**config.mk**
```make
export PLATFORM = sky130hd
export DESIGN_NAME = serial_nibble_rx
export DESIGN_NICKNAME = d
export VERILOG_FILES = /design/src/rtl/serial_pkg.sv /design/src/rtl/serial_bit_counter.sv /design/src/rtl/serial_nibble_rx.sv
export SDC_FILE = /design/constraint.sdc
export NUM_CORES = 1
export LEC_CHECK = 0
export CORE_MARGIN = 1.5
export CORE_UTILIZATION = 33
export DETAILED_ROUTE_END_ITERATION = 8
export GPL_ROUTABILITY_DRIVEN = 0
export PLACE_DENSITY = 0.58
export SYNTH_ARGS = -nofsm -noshare
export SYNTH_HDL_FRONTEND = slang
export SYNTH_HIERARCHICAL = 1
export SYNTH_SLANG_ARGS = --single-unit
```
**constraint.sdc**
```tcl
create_clock -name CLK -period 1.9 [get_ports CLK]
set_clock_uncertainty 0.05 [all_clocks]
set_input_delay 0.57 -clock CLK [delete_from_list [all_inputs] [get_ports CLK]]
set_output_delay 0.57 -clock CLK [all_outputs]
set_load 0.03 [all_outputs]
```
**src/rtl/serial_pkg.sv**
```systemverilog
// Shared definitions for the framed serial receiver.
// The optional parity bit is enabled with the SERIAL_RX_PARITY_EN macro.
package serial_pkg;

  // State encoding
  localparam logic [1:0] ST_IDLE   = 2'd0;
  localparam logic [1:0] ST_DATA   = 2'd1;
  localparam logic [1:0] ST_PARITY = 2'd2;
  localparam logic [1:0] ST_STOP   = 2'd3;

  typedef enum logic [1:0] {
    StIdle   = ST_IDLE,
    StData   = ST_DATA,
    StParity = ST_PARITY,
    StStop   = ST_STOP
  } rx_state_e;

  // Level of the serial line when nothing is being sent
  localparam logic LINE_IDLE = 1'b1;

  // Bits per frame: start + data + optional parity + stop
  function automatic int unsigned frame_len(input int unsigned width, input bit parity_en);
    return width + 32'd2 + (parity_en ? 32'd1 : 32'd0);
  endfunction

endpackage

```
**src/rtl/serial_bit_counter.sv**
```systemverilog
// Data-bit counter for the serial receiver: clear, enable and terminal count.
module serial_bit_counter #(
  parameter int unsigned WIDTH = 4
) (
  input  logic clk_i,
  input  logic rst_ni,
  input  logic clr_i,
  input  logic en_i,
  output logic tc_o
);

  localparam int unsigned CW = (WIDTH > 1) ? $clog2(WIDTH) : 1;

  logic [CW-1:0] cnt_q;

  // Count sampled data bits; clear wins over enable
  always_ff @(posedge clk_i or negedge rst_ni) begin
    if (!rst_ni) begin
      cnt_q <= '0;
    end else if (clr_i) begin
      cnt_q <= '0;
    end else if (en_i) begin
      cnt_q <= cnt_q + 1'b1;
    end
  end

  // High while the last data bit of the frame is being sampled
  assign tc_o = (cnt_q == CW'(WIDTH - 1));

endmodule

```
**src/rtl/serial_nibble_rx.sv**
```systemverilog
// Framed serial receiver: start bit, WIDTH data bits MSB first, optional
// parity bit, stop bit. Define SERIAL_RX_PARITY_EN to add the parity bit.
module serial_nibble_rx
  import serial_pkg::*;
#(
  parameter int unsigned WIDTH      = 4,
  parameter int unsigned PARITY_ODD = 0
) (
  input  logic             CLK,
  input  logic             RST,
  input  logic             bit_en,
  input  logic             SerialIn,
  output logic [WIDTH-1:0] data,
  output logic             valid,
  output logic             frame_err,
  output logic             par_err,
  output logic             busy
);

  // Reject unsupported configurations at elaboration
  if (WIDTH < 2 || WIDTH > 16 || PARITY_ODD > 1) begin : g_bad_cfg
    $error("serial_nibble_rx: WIDTH must be 2..16 and PARITY_ODD 0 or 1");
  end

  rx_state_e        state_q;
  logic [WIDTH-1:0] shift_q;
  logic             last_bit;

`ifdef SERIAL_RX_PARITY_EN
  logic par_bad_q;
`endif

  serial_bit_counter #(
    .WIDTH (WIDTH)
  ) u_bit_counter (
    .clk_i  (CLK),
    .rst_ni (RST),
    .clr_i  (state_q == StIdle),
    .en_i   (bit_en && (state_q == StData)),
    .tc_o   (last_bit)
  );

`ifndef SERIAL_RX_PARITY_EN
  assign par_err = 1'b0;
`endif

  // Frame FSM with shift path and registered outputs; pulses self-clear every edge
  always_ff @(posedge CLK or negedge RST) begin
    if (!RST) begin
      state_q   <= StIdle;
      shift_q   <= '0;
      data      <= '0;
      valid     <= 1'b0;
      frame_err <= 1'b0;
      busy      <= 1'b0;
`ifdef SERIAL_RX_PARITY_EN
      par_bad_q <= 1'b0;
      par_err   <= 1'b0;
`endif
    end else begin
      valid     <= 1'b0;
      frame_err <= 1'b0;
`ifdef SERIAL_RX_PARITY_EN
      par_err   <= 1'b0;
`endif
      if (bit_en) begin
        unique case (state_q)
          StIdle: begin
            if (SerialIn != LINE_IDLE) begin
              state_q <= StData;
              busy    <= 1'b1;
`ifdef SERIAL_RX_PARITY_EN
              par_bad_q <= 1'b0;
`endif
            end
          end
          StData: begin
            shift_q <= {shift_q[WIDTH-2:0], SerialIn};
            if (last_bit) begin
`ifdef SERIAL_RX_PARITY_EN
              state_q <= StParity;
`else
              state_q <= StStop;
`endif
            end
          end
`ifdef SERIAL_RX_PARITY_EN
          StParity: begin
            par_bad_q <= ((^shift_q) ^ SerialIn) != PARITY_ODD[0];
            state_q   <= StStop;
          end
`endif
          StStop: begin
            state_q <= StIdle;
            busy    <= 1'b0;
            if (SerialIn == LINE_IDLE) begin
`ifdef SERIAL_RX_PARITY_EN
              if (par_bad_q) begin
                par_err <= 1'b1;
              end else begin
                data  <= shift_q;
                valid <= 1'b1;
              end
`else
              data  <= shift_q;
              valid <= 1'b1;
`endif
            end else begin
              // A bad stop bit hides any parity mismatch
              frame_err <= 1'b1;
            end
          end
          default: begin
            state_q <= StIdle;
            busy    <= 1'b0;
          end
        endcase
      end
    end
  end

endmodule

```
==> flow_summary.json <==
{
  "crit_required_ns": 1.28,
  "port_buffers": 10,
  "vias_per_cell": 4.24,
  "leakage_nw": 0.396,
  "synth.area.top_cells": "dfrtp_1, mux2_2, a2bb2oi_1",
  "cp-end-kind": "primary output",
  "syn_inst": 45,
  "hpwl_um": 644,
  "hold_violations": 0,
  "ys_warn_count": 6,
  "grt_max_degree": 16,
  "core_um2": 1730,
  "place_area_um2": 752,
  "setup_slack_ns": 0.263,
  "first_global_vias": 329,
  "max-vdd-ir-drop_mv": 0.408,
  "syn_nets": 50,
  "vias": 365,
  "dpl_worst_slack_ns": -0.00629,
  "netlist.area_leader.share_pct": 62.0,
  "die_h_um": 45.8,
  "regArea_um2": 375,
  "path_cells": "dlygate4sd2_1",
  "dieArea_um2": 2100,
  "slowest_stage": "dlygate4sd2_1",
  "hold_path.class": "reg -> reg",
  "synth_edf_count": 0,
  "n_antenna_cell": 0,
  "cts_tree": "built",
  "power.density_nw_per_um2": 1480,
  "synth_ff_type": "dfrtp_1",
  "antenna_found_initial": 0,
  "crit_path_max_incr_delay_ns": 0.40,
  "finish.net_count": 67,
  "rows": 15,
  "multiInputGateArea_um2": 200,
  "grt_most_used_layer": "met2",
  "setup_viol": 0,
  "maxCapViolCount": 0,
  "arrival_ns": 1.02,
  "instances_no_fill": 86,
  "clk_root_buffer_cell": "clkbuf_4",
  "start_kind": "register",
  "seq_area_frac_synth_pct": 62.0,
  "dp_cells": 82,
  "use_met3_pct": 3.57,
  "critical_path_class": "reg -> out",
  "power_mw": 1.15,
  "fin_tns_setup_ns": 0,
  "crit_fanout": 2,
  "ant_nets": 0,
  "area_growth_pct": 27.7,
  "clock_latency_ns": 0.27,
  "routed_wl_um": 888,
  "async_flop_share_pct": 100,
  "cp_top_family": "buffers and inverters",
  "track_usage_pct": 9.41,
  "synth_seq_cells": 15,
  "first_pass_iters": 2,
  "whs_ns": 0.458,
  "cts-htree-levels": 1,
  "stdcell_area_um2": 773,
  "use_met2_pct": 14.6,
  "clock_path_buffers": 2,
  "syn_area_um2": 606,
  "cts_num_sinks": 15,
  "fillers": 164,
  "grt_use_met1_pct": 12.6,
  "die_w_um": 45.8,
  "slew_violations": 0,
  "cts.clk_slew.worst_paths_ns": 0.09,
  "yosysUniqueCellTypes": 16,
  "max_freq_ghz": 0.611,
  "gr-total-overflow": 0,
  "drc": 0,
  "utilization_pct": 44.8,
  "avgSynthCellArea_um2": 13.5,
  "wire_per_inst_um": 10.3,
  "rsz0062_at_grt": "false",
  "numCtsBuffers": 3,
  "synth_common_cells": "dfrtp_1, mux2_2, inv_1, nor2_1",
  "grt_pass1_wl_um": 1430,
  "yosysMostFrequentCell": "dfrtp_1",
  "drive_gt1_share_pct": 26.2,
  "fin_crit_sh_pct": 86.2,
  "yosys.area.top_type": "dfrtp_1",
  "min_period_ns": 1.64,
  "start_util_pct": 35.1,
  "status": "finished, final reports clean",
  "pin_count": 12,
  "drt_iter0_drc": 5,
  "worst-path-buf-inv": 1
}
## logic make-up after synthesis
kind of cell / Yosys count / share of synthesized area, %
DFF: 15 / 62.0
muxes: 9 / 16.5
and+or+nand+nor: 9 / 8.47
buffers and inverters: 6 / 4.96
AOI/OAI and AO/OA: 3 / 3.93
adders and majority gates: 1 / 2.07
other: 1 / 0.619
xor gates and xnor gates: 1 / 1.45
## registers in the layout, indices dropped and copies added, names as in the netlist
signal / count
u_bit_counter/cnt_q: 2
frame_err: 1
busy: 1
shift_q: 4
data: 4
state_q: 2
valid: 1
## metal layers
layer | wire [µm] | part of all wire (%)
met1 | 440 | 50
met2 | 422 | 48
met3 | 25 | 2.8
met4 | 0 | 0
met5 | 0 | 0
## area by class of cell
type | count | area share [%]
inverter | 4 | 1.94
clock buffer | 4 | 3.40
timing repair buffer | 14 | 16.2
multi-input combinational | 24 | 25.9
tap | 25 | 4.05
sequential | 15 | 48.5
## cells in the final DEF, fill, tap and decap left out
cell type	netlist	routed
dlygate4sd2_1	0	6
dlymetal6s2s_1	0	1
a2bb2oi_1	2	2
mux2i_1	1	1
clkdlybuf4s50_1	0	3
nor2b_1	1	1
mux2_2	8	8
nand4_1	1	1
o22ai_1	1	1
nor2_1	4	4
ha_1	1	1
nor3b_1	1	1
nand3_1	1	1
conb_1	1	1
nand3b_2	1	1
inv_1	4	4
clkbuf_1	0	1
buf_4	2	4
dfrtp_1	15	15
clkbuf_4	0	3
xnor2_1	1	1
## report_power, final
group | internal (mW) | switching, mW
Sequential | 0.452 | 0.0883
Combinational | 0.208 | 0.219
Clock | 0.0812 | 0.0973
Total | 0.741 | 0.405
## repair_timing
item                       CTS  global route
setup endpoints to repair    6             1
resized for setup            6             1
buffers inserted             0             0
hold buffers                 0             0
## path summary, 6_finish.rpt
check / cells after the start / slack, ns / to / from
min in group asynchronous: 2 / 0.56 / data[3] / RST
min: 1 / 0.46 / shift_q[3] / shift_q[3]
max reg2reg: 4 / 0.58 / u_bit_counter/cnt_q[1] / state_q[1]
max in group asynchronous: 2 / 1.08 / shift_q[1] / RST
min reg2reg: 1 / 0.46 / shift_q[3] / shift_q[3]
max: 1 / 0.26 / data[0] / data[0]
Power figures use the tool's default switching activity.
